<file path="src/rtl/reduction_accumulator.sv">
// Serial accumulator behind the reduction stage: walks the packed group results one per cycle
// and sums them behind valid/ready handshakes. Define GF2_MODE_EN to accumulate with XOR instead.
module reduction_accumulator #(
   parameter  int N     = 8,
   parameter  int M     = 4,
   localparam int G     = N / M,
   localparam int GW    = M / 2 + 1,
   localparam int IN_W  = G * GW,
   localparam int SUM_W = GW + $clog2(G)
) (
   input  logic              clk,
   input  logic              rst,
   input  logic              in_valid,
   output logic              in_ready,
   input  logic [IN_W-1:0]   in,
   output logic              out_valid,
   input  logic              out_ready,
   output logic [SUM_W-1:0]  out,
   output logic              busy
);

   localparam int IDX_W = (G > 1) ? $clog2(G) : 1;
   localparam logic [IDX_W-1:0] LAST_IDX = IDX_W'(G - 1);

   typedef enum logic [1:0] {
      S_IDLE = 2'd0,
      S_ACC  = 2'd1,
      S_DONE = 2'd2
   } state_t;

   state_t              state_q, state_d;
   logic [IN_W-1:0]     shift_q, shift_d;
   logic [SUM_W-1:0]    acc_q, acc_d;
   logic [IDX_W-1:0]    idx_q, idx_d;
   logic [SUM_W-1:0]    out_q, out_d;
   logic                out_valid_q, out_valid_d;

   logic [GW-1:0]       grp;
   logic [SUM_W-1:0]    sum;

   assign grp = shift_q[GW-1:0];

`ifdef GF2_MODE_EN
   assign sum = acc_q ^ SUM_W'(grp);
`else
   assign sum = acc_q + SUM_W'(grp);
`endif

   always_comb begin
      state_d     = state_q;
      shift_d     = shift_q;
      acc_d       = acc_q;
      idx_d       = idx_q;
      out_d       = out_q;
      out_valid_d = out_valid_q;
      case (state_q)
         S_IDLE: begin
            if (in_valid) begin
               shift_d = in;
               acc_d   = '0;
               idx_d   = '0;
               state_d = S_ACC;
            end
         end
         S_ACC: begin
            acc_d   = sum;
            shift_d = shift_q >> GW;
            idx_d   = idx_q + 1'b1;
            if (idx_q == LAST_IDX) begin
               // Result gets its own register so it survives the clear of acc on the next acceptance.
               idx_d       = '0;
               out_d       = sum;
               out_valid_d = 1'b1;
               state_d     = S_DONE;
            end
         end
         S_DONE: begin
            if (out_ready) begin
               out_valid_d = 1'b0;
               state_d     = S_IDLE;
            end
         end
         default: begin
            out_valid_d = 1'b0;
            state_d     = S_IDLE;
         end
      endcase
   end

   always_ff @(posedge clk) begin
      if (rst) begin
         state_q     <= S_IDLE;
         shift_q     <= '0;
         acc_q       <= '0;
         idx_q       <= '0;
         out_q       <= '0;
         out_valid_q <= 1'b0;
      end else begin
         state_q     <= state_d;
         shift_q     <= shift_d;
         acc_q       <= acc_d;
         idx_q       <= idx_d;
         out_q       <= out_d;
         out_valid_q <= out_valid_d;
      end
   end

   assign in_ready  = (state_q == S_IDLE);
   assign busy      = (state_q != S_IDLE);
   assign out_valid = out_valid_q;
   assign out       = out_q;

endmodule

</file>
<file path="config.mk">
export PLATFORM = sky130hd
export DESIGN_NAME = reduction_accumulator
export DESIGN_NICKNAME = d
export VERILOG_FILES = /design/src/rtl/reduction_accumulator.sv
export SDC_FILE = /design/constraint.sdc
export NUM_CORES = 1
export LEC_CHECK = 0
export ABC_AREA = 1
export BUFFER_PORTS_ARGS = -buffer_cell sky130_fd_sc_hd__buf_2
export CORE_MARGIN = 1
export CORE_UTILIZATION = 50
export DETAILED_ROUTE_END_ITERATION = 8
export PLACE_DENSITY = 0.74
export SLEW_MARGIN = 20
export SYNTH_ARGS = -nofsm -noshare
export SYNTH_HDL_FRONTEND = slang
export SYNTH_SLANG_ARGS = --single-unit
</file>
<file path="constraint.sdc">
create_clock -name clk -period 1.5 [get_ports clk]
set_clock_uncertainty 0.1 [all_clocks]
set_input_delay 0.15 -clock clk [delete_from_list [all_inputs] [get_ports clk]]
set_output_delay 0.15 -clock clk [all_outputs]
set_load 0.01 [all_outputs]
</file>
### Word-level counts from Yosys, hierarchy flattened

Index checks and enable logic that the tools add are counted.

* bits in registers: 18
* bits of input ports: 10

* mux-type cells: 14
* eq/ne operators: 5
* $add $sub $neg: 2
* reduce and logical (&&, ||, !) cells: 7
* bitwise logic cells: 1

Operators by type and width (number)
* case mux 6 bit (2 select lines): 1
* case mux 4 bit (2 select lines): 1
* two-way mux 2 bit: 3
* two-way mux 6 bit: 1
* inequality test 2 bit (second input constant): 3
* case mux 2 bit (3 select lines): 1
* AND reduction 3 bit: 2
* adder 4 x 3 -> 4 bit: 1
* two-way mux 1 bit: 4
* two-way mux 4 bit: 1
* AND reduction 2 bit: 2
* nonzero test 2 bit: 2
* case mux 1 bit (3 select lines): 1
* equality test 2 x 1 -> 1 bit (second input constant): 1
* equality test 2 bit (second input constant): 1
* zero test 2 bit: 1
* case mux 1 bit (2 select lines): 1
* adder 1 bit (second input constant): 1
* NOT 1 bit: 1

### Logic depth before layout (Yosys ltp)

Gate-level depths: netlist of run 1.

* word-level depth: 3
* depth in mapped cells: 8
* gate-level depth less buffers: 8

### Worst setup path before layout of run 1

No wires, ideal clock.

* path type: register -> register
* start: register shift_q[0]
* end: register out_q[2], in the netlist out[2]
* data arrival time: 1.236 ns
* library setup time: 0.068 ns
* path slack: 0.096 ns
* cell stages (with the launch flop): 7
* cells stage by stage: dfxtp_1 > ha_1 > inv_1 > fa_1 > xnor2_1 > nand2_1 > a21oi_2

* word-level cells in the longest chain between the ends: 1

RTL lines
* start: declaration: RTL line 32 `logic [IN_W-1:0] shift_q, shift_d;`
* start signal: assignment: RTL line 100 `shift_q <= shift_d;`
* adder 4 x 3 -> 4 bit: RTL line 46 `assign sum = acc_q + SUM_W'(grp);`
* end signal: assignment: RTL line 103 `out_q <= out_d;`
* end: declaration: RTL line 35 `logic [SUM_W-1:0] out_q, out_d;`

No other way between the ends.
A chain may end at the register's enable or synchronous reset.

### Final worst setup path of run 1

* start: register acc_q[0]
* end: register out_q[1], in the netlist out[1]

* word-level cells in the longest chain between the ends: 1

RTL lines
* start: declaration: RTL line 33 `logic [SUM_W-1:0] acc_q, acc_d;`
* start signal: assignment: RTL line 94 `acc_q <= '0;`
* start signal: assignment: RTL line 101 `acc_q <= acc_d;`
* adder 4 x 3 -> 4 bit: RTL line 46

No other way between the ends.

==> results.toml, run 1 <==
[placed_design]
io_buffers = 16
place.gp.congestion = 0.827
hpwl_microns = 1150

[floorplanning]
die_area_sq_mm = 0.00180
io_pins = 17
rows = 14
dieHeight_microns = 42.4
die_x_microns = 42.4
core-area_sq_mm = 0.00152
start_util = 0.536

[logic_synthesis]
syn_inst = 100
synth_top_area_cell = "dfxtp_1"
synth_fa_ha_area_frac = 0.0704
synth_simple_gate_area_frac = 0.225
syn_nets = 114
synth_top_family_by_area = "simple AND/OR/NAND/NOR gates"
yosys-top-cells-area = "dfxtp_1, nand2_1, a21oi_1, ha_1, inv_1"
synthXorXnorAreaFrac = 0.0107
ys_ff_latch = 18
synth_top_area_frac = 0.441
synthesis.area_sq_um = 817
synth_mux_area_frac = 0
avgSynthCellArea_sq_um = 8.17
ys_types = 22
yosys_warnings = 0
seq_area_frac_synth = 0.441
synth_compound_area_frac = 0.181

[detailed_routing]
via_per_inst = 5.26
highest_layer = "met4"
drc_errors = 0
antenna_left = 0
dr_wl_met3_microns = 49
drt_wl_total_microns = 1590
drt_iter0_drc = 21
drt-met1-wl_microns = 713
via_count = 726
wl_per_cell_microns = 11.5
firstDrtPassIters = 4
routed-wl-met2_microns = 809

[sta]
period_share = 0.967
max_slew_margin = 0.861
worstMarginPinSlew_ps = 209
rsz0062_at_grt = "true"
setup_viol = 0
drv_slew = 0
finalHoldViolCount = 0
fmax_mhz = 690
min_period_ps = 1450
tns_ps = 0

[cells_and_area]
fill_cells = 135
synthToLayoutAreaGrowth_pct = 22.5
finish.net_count = 138
antenna_cells = 0
layout-drive-gt1-share = 0.361

[clocking]
clock-root-buffer = "clkbuf_4"
htree_num_levels = 1
clock_sinks = 18
cts_buffers = 3
clock_path_buffers = 2
cts_hold_buf = 0
clkTransAtPathRegs_ps = 90
cts_tree = "done"
insertion_delay_ps = 280

[min_path]
hold_depth = 3
min_path_type = "input port to register"

[worst_setup_path]
r2r_cells = 6
ff2ff_setup_slack_ps = 50
criticalPathCategory = "register to register"
worstSetupEndpointType = "register"
cp_top_family = "adder cells"
arrival_ps = 1530
cp-start-kind = "register"
cp.buffers_inverters = 2
crit_path_top_delay_cell = "fa_2"
critical_path.max_stage_delay_ps = 520
path_depth = 6
cp.required_ps = 1580
crit_chain = "ha_4 > inv_2 > fa_2 > inv_1 > nand2_1 > a21oi_2"
worstPathMaxFanout = 2

[global_routing]
grt-ovfl-total = 0
grt_pass1_wl_microns = 2770
grt_use_total = 0.202
grt_pass1_vias = 683
grt_max_degree = 14
antenna_found_initial = 0

[status]
status = "finished, final reports clean"

[pwr]
power_w = 0.000961
peakVddDrop_mv = 0.669
p_leak_nw = 0.445
p_per_area_mw_per_mm2 = 960

[run]
drv_cap = 0
## per-stage QoR
step           hold WS [ps]  utilization  cell area, sq um  instances  setup WS [ps]
3_5_place_dp            325        0.614               936        134          -19.6
6_report               19.1        0.657              1000        138           50.2
2_1_floorplan           119            -               817        100           96.3
3_3_place_gp            322        0.614               936        134           65.3
4_1_cts                17.4        0.635               968        137           9.55
5_1_grt                26.2        0.657              1000        138          -16.1
## registers in the layout (all words and copies together) (netlist names)
register,cells
out,4
acc_q,4
state_q,2
idx_q,1
shift_q,6
out_valid,1
## per-layer routing
metal  track usage  vias to the layer above
met5             0                        -
met4        0.0875                        0
met3        0.0431                        4
met2         0.348                       15
met1         0.240                      335
li1              -                      372
## power breakdown
| part | internal [W] | switching [W] | leakage, nW |
|---|---|---|---|
| logic | 0.0000844 | 0.000119 | 0.283 |
| registers | 0.000509 | 0.0000204 | 0.148 |
| clock network | 0.0000932 | 0.000135 | 0.0138 |
| total | 0.000686 | 0.000275 | 0.445 |
## cell families (layout without fill, tap and decap cells)
family / count (synthesis) / after routing
AND/OR/NAND/NOR: 36 / 36
AO/OA/AOI/OAI: 26 / 26
flip-flops: 18 / 18
buffers and inverters: 15 / 37
adder cells (fa/ha/maj): 4 / 4
XOR/XNOR: 1 / 1
## tightest hold or removal path, cell delays in order
cell     delay [ps]
buf_2            90
nand3_1          70
a21oi_1          50
## cell usage in the layout (no fill, tap or decap)
master,count
ha_4,1
dfxtp_2,2
ha_2,1
o22ai_1,3
inv_2,4
inv_1,9
buf_4,4
clkbuf_4,3
nor2_2,1
fa_2,1
nand2_1,23
nand3_1,7
a21oi_1,13
o21a_1,1
nor2_4,1
o21ai_1,1
inv_4,1
nor2_8,1
nand3b_1,1
a21oi_2,5
nand2_2,1
ha_1,1
xnor2_2,1
buf_2,16
dfxtp_1,16
o21ai_0,3
nand2_4,1
## cell type report
cell class                      count  area (sq um)  share of cell area
Clock buffer                        3          22.5              0.0225
Inverter                           14          55.1              0.0550
Multi-Input combinational cell     67           430               0.430
Sequential cell                    18           363               0.363
Tap cell                           16          20.0              0.0200
Timing Repair Buffer               20           110               0.110
## timing repair
item / CTS / global route
pin swaps: 1 / 7
buffers inserted: 0 / 1
setup endpoints to repair: 2 / 5
gates resized for setup: 2 / 8
## synth_stat cells (all sizes together)
cell type / number
dfxtp: 18
nand3: 7
o21a: 1
nor2: 3
buf: 1
nand3b: 1
xnor2: 1
nand2: 25
ha: 3
fa: 1
o22ai: 3
a21oi: 18
inv: 14
o21ai: 4
## final timing paths
path                                   to                    start
setup / recovery      out[1]$_SDFFE_PP0P_    acc_q[0]$_SDFFE_PP0P_
setup reg to reg      out[1]$_SDFFE_PP0P_    acc_q[0]$_SDFFE_PP0P_
hold / removal    shift_q[3]$_SDFFE_PP0P_                    in[3]
hold reg to reg   shift_q[3]$_SDFFE_PP0P_  shift_q[3]$_SDFFE_PP0P_
No activity file was read; power rests on OpenSTA's default activity.
==> run 2, diff against run 1 <==
--- a/config.mk
+++ b/config.mk
@@ -8,9 +8,8 @@
 export ABC_AREA = 1
 export BUFFER_PORTS_ARGS = -buffer_cell sky130_fd_sc_hd__buf_2
 export CORE_MARGIN = 1
-export CORE_UTILIZATION = 50
+export CORE_UTILIZATION = 30
 export DETAILED_ROUTE_END_ITERATION = 8
-export PLACE_DENSITY = 0.74
 export SLEW_MARGIN = 20
 export SYNTH_ARGS = -nofsm -noshare
 export SYNTH_HDL_FRONTEND = slang
==> run 2 against run 1 <==
Against the previous run: first-iteration DRC count shrank 71%; design area grew 1.9%; hold slack lost 6.6 ps; via count shrank 3.9%; sequential share of layout area shrank 0.67 points; clock power grew 31%.
==> results.toml, run 2 (synthesis results as in run 1) <==
[run]
drv_cap = 0

[floorplanning]
die_x_microns = 54.2
start_util = 0.324
io_pins = 17
rows = 18
core-area_sq_mm = 0.00252
die_area_sq_mm = 0.00294
dieHeight_microns = 54.2

[min_path]
whs_endpoint = "shift_q[3]$_SDFFE_PP0P_"
hold_depth = 3
min_path_type = "input port to register"
hp-start = "in[3]"

[detailed_routing]
drc_errors = 0
via_per_inst = 4.62
via_count = 698
drt_iter0_drc = 6
antenna_left = 0
drt_wl_total_microns = 1650
wl_per_cell_microns = 10.9
firstDrtPassIters = 2

[worst_setup_path]
worstSetupEndpointType = "register"
ff2ff_setup_slack_ps = 60
crit_chain = "ha_4 > inv_2 > fa_2 > inv_1 > nand2_1 > a21oi_2"
critical_path.max_stage_delay_ps = 510
rr_endpoint = "out[1]$_SDFFE_PP0P_"
arrival_ps = 1530
cp.required_ps = 1590
worstPathMaxFanout = 2
r2r_cells = 6
cp-start-kind = "register"
criticalPathCategory = "register to register"
worstReg2RegStart = "shift_q[0]$_SDFFE_PP0P_"
crit_path_top_delay_cell = "fa_2"

[clocking]
cts_hold_buf = 0
cts_tree = "done"
insertion_delay_ps = 290
clock-root-buffer = "clkbuf_4"
clock_path_buffers = 2
post_cts_buffers = 0
cts_buffers = 3
clkTransAtPathRegs_ps = 110
htree_num_levels = 1
clock_sinks = 18

[global_routing]
grt_pass1_vias = 687
grt_use_total = 0.139
grt_pass1_wl_microns = 2800
antenna_found_initial = 0
grt_max_degree = 14
grt-ovfl-total = 0

[cells_and_area]
seq_area_sq_um = 363
top_register = "shift_q"
largest_reg_flops = 6
synthToLayoutAreaGrowth_pct = 24.8
layout_common_cells = "nand2_1, dfxtp_1, buf_2"
finish.net_count = 136
fill_cells = 268
final_area_sq_mm = 0.00102
antenna_cells = 0
layout-drive-gt1-share = 0.339
layout_commonest_cell = "nand2_1"
multi_input_area_sq_um = 433

[pwr]
p_leak_nw = 0.443
p_per_area_mw_per_mm2 = 1010
power_w = 0.00103
peakVddDrop_mv = 0.643

[sta]
drv_slew = 0
fin_hold_ws_ps = 12.5
min_period_ps = 1440
max_slew_margin = 0.836
period_share = 0.962
worstMarginPinSlew_ps = 246
setup_viol = 0
fmax_mhz = 693
finalHoldViolCount = 0

[placed_design]
hpwl_microns = 1230
place.gp.congestion = 0.817
placed_area_sq_um = 946
io_buffers = 16

[status]
status = "finished, final reports clean"
==> run 2: worst max-delay path, delay by kind of cell (launching register included) <==
kind                       cells  cell delay (ps)
and+or+nand+nor                1               70
buffers and inverters          2               90
adders and majority gates      2              650
DFF                            1              370
AOI/OAI and AO/OA              1               50
==> run 2: final cells by class <==
class / instances / area share
inverter: 14 / 0.0540
tap: 30 / 0.0368
timing repair buffer: 18 / 0.0933
sequential: 18 / 0.356
multi-input combinational: 67 / 0.425
clock buffer: 4 / 0.0356
==> run 2: power by group <==
part,internal [W],leakage [nW],switching (W)
clock network,0.000148,0.0210,0.000150
logic,0.0000826,0.274,0.000115
registers,0.000509,0.148,0.0000232
==> run 2: worst max-delay path by stage <==
stage	from	end	depth (start not counted)
after global routing	shift_q[0]$_SDFFE_PP0P_	out[2]$_SDFFE_PP0P_	6
after CTS	shift_q[0]$_SDFFE_PP0P_	acc_q[2]$_SDFFE_PP0P_	6
final	shift_q[0]$_SDFFE_PP0P_	out[1]$_SDFFE_PP0P_	6
after detailed placement	shift_q[0]$_SDFFE_PP0P_	acc_q[2]$_SDFFE_PP0P_	6
after floorplan	shift_q[0]$_SDFFE_PP0P_	out[2]$_SDFFE_PP0P_	6
after global placement	shift_q[0]$_SDFFE_PP0P_	out[2]$_SDFFE_PP0P_	6
==> run 2: routing by layer <==
metal,up-vias,share of wire,GRT usage
li1,372,-,-
met4,0,0.0085,0.0769
met1,311,0.48,0.161
met2,13,0.48,0.232
met5,-,0,0
met3,2,0.032,0.0339
==> run 2: stage by stage <==
stage           util  std cells  setup TNS [ps]  worst slack, ps
2_1_floorplan      -        100               0             96.3
3_3_place_gp   0.375        147               0             55.5
3_5_place_dp   0.375        147               0             8.03
4_1_cts        0.392        151               0             12.9
5_1_grt        0.404        151           -5.05            -5.05
6_report       0.404        151               0             57.6
==> run 2: timing repair <==
action	4_1_cts	5_1_grt
pin swaps	1	4
setup endpoints to repair	2	4
resized for setup	4	5
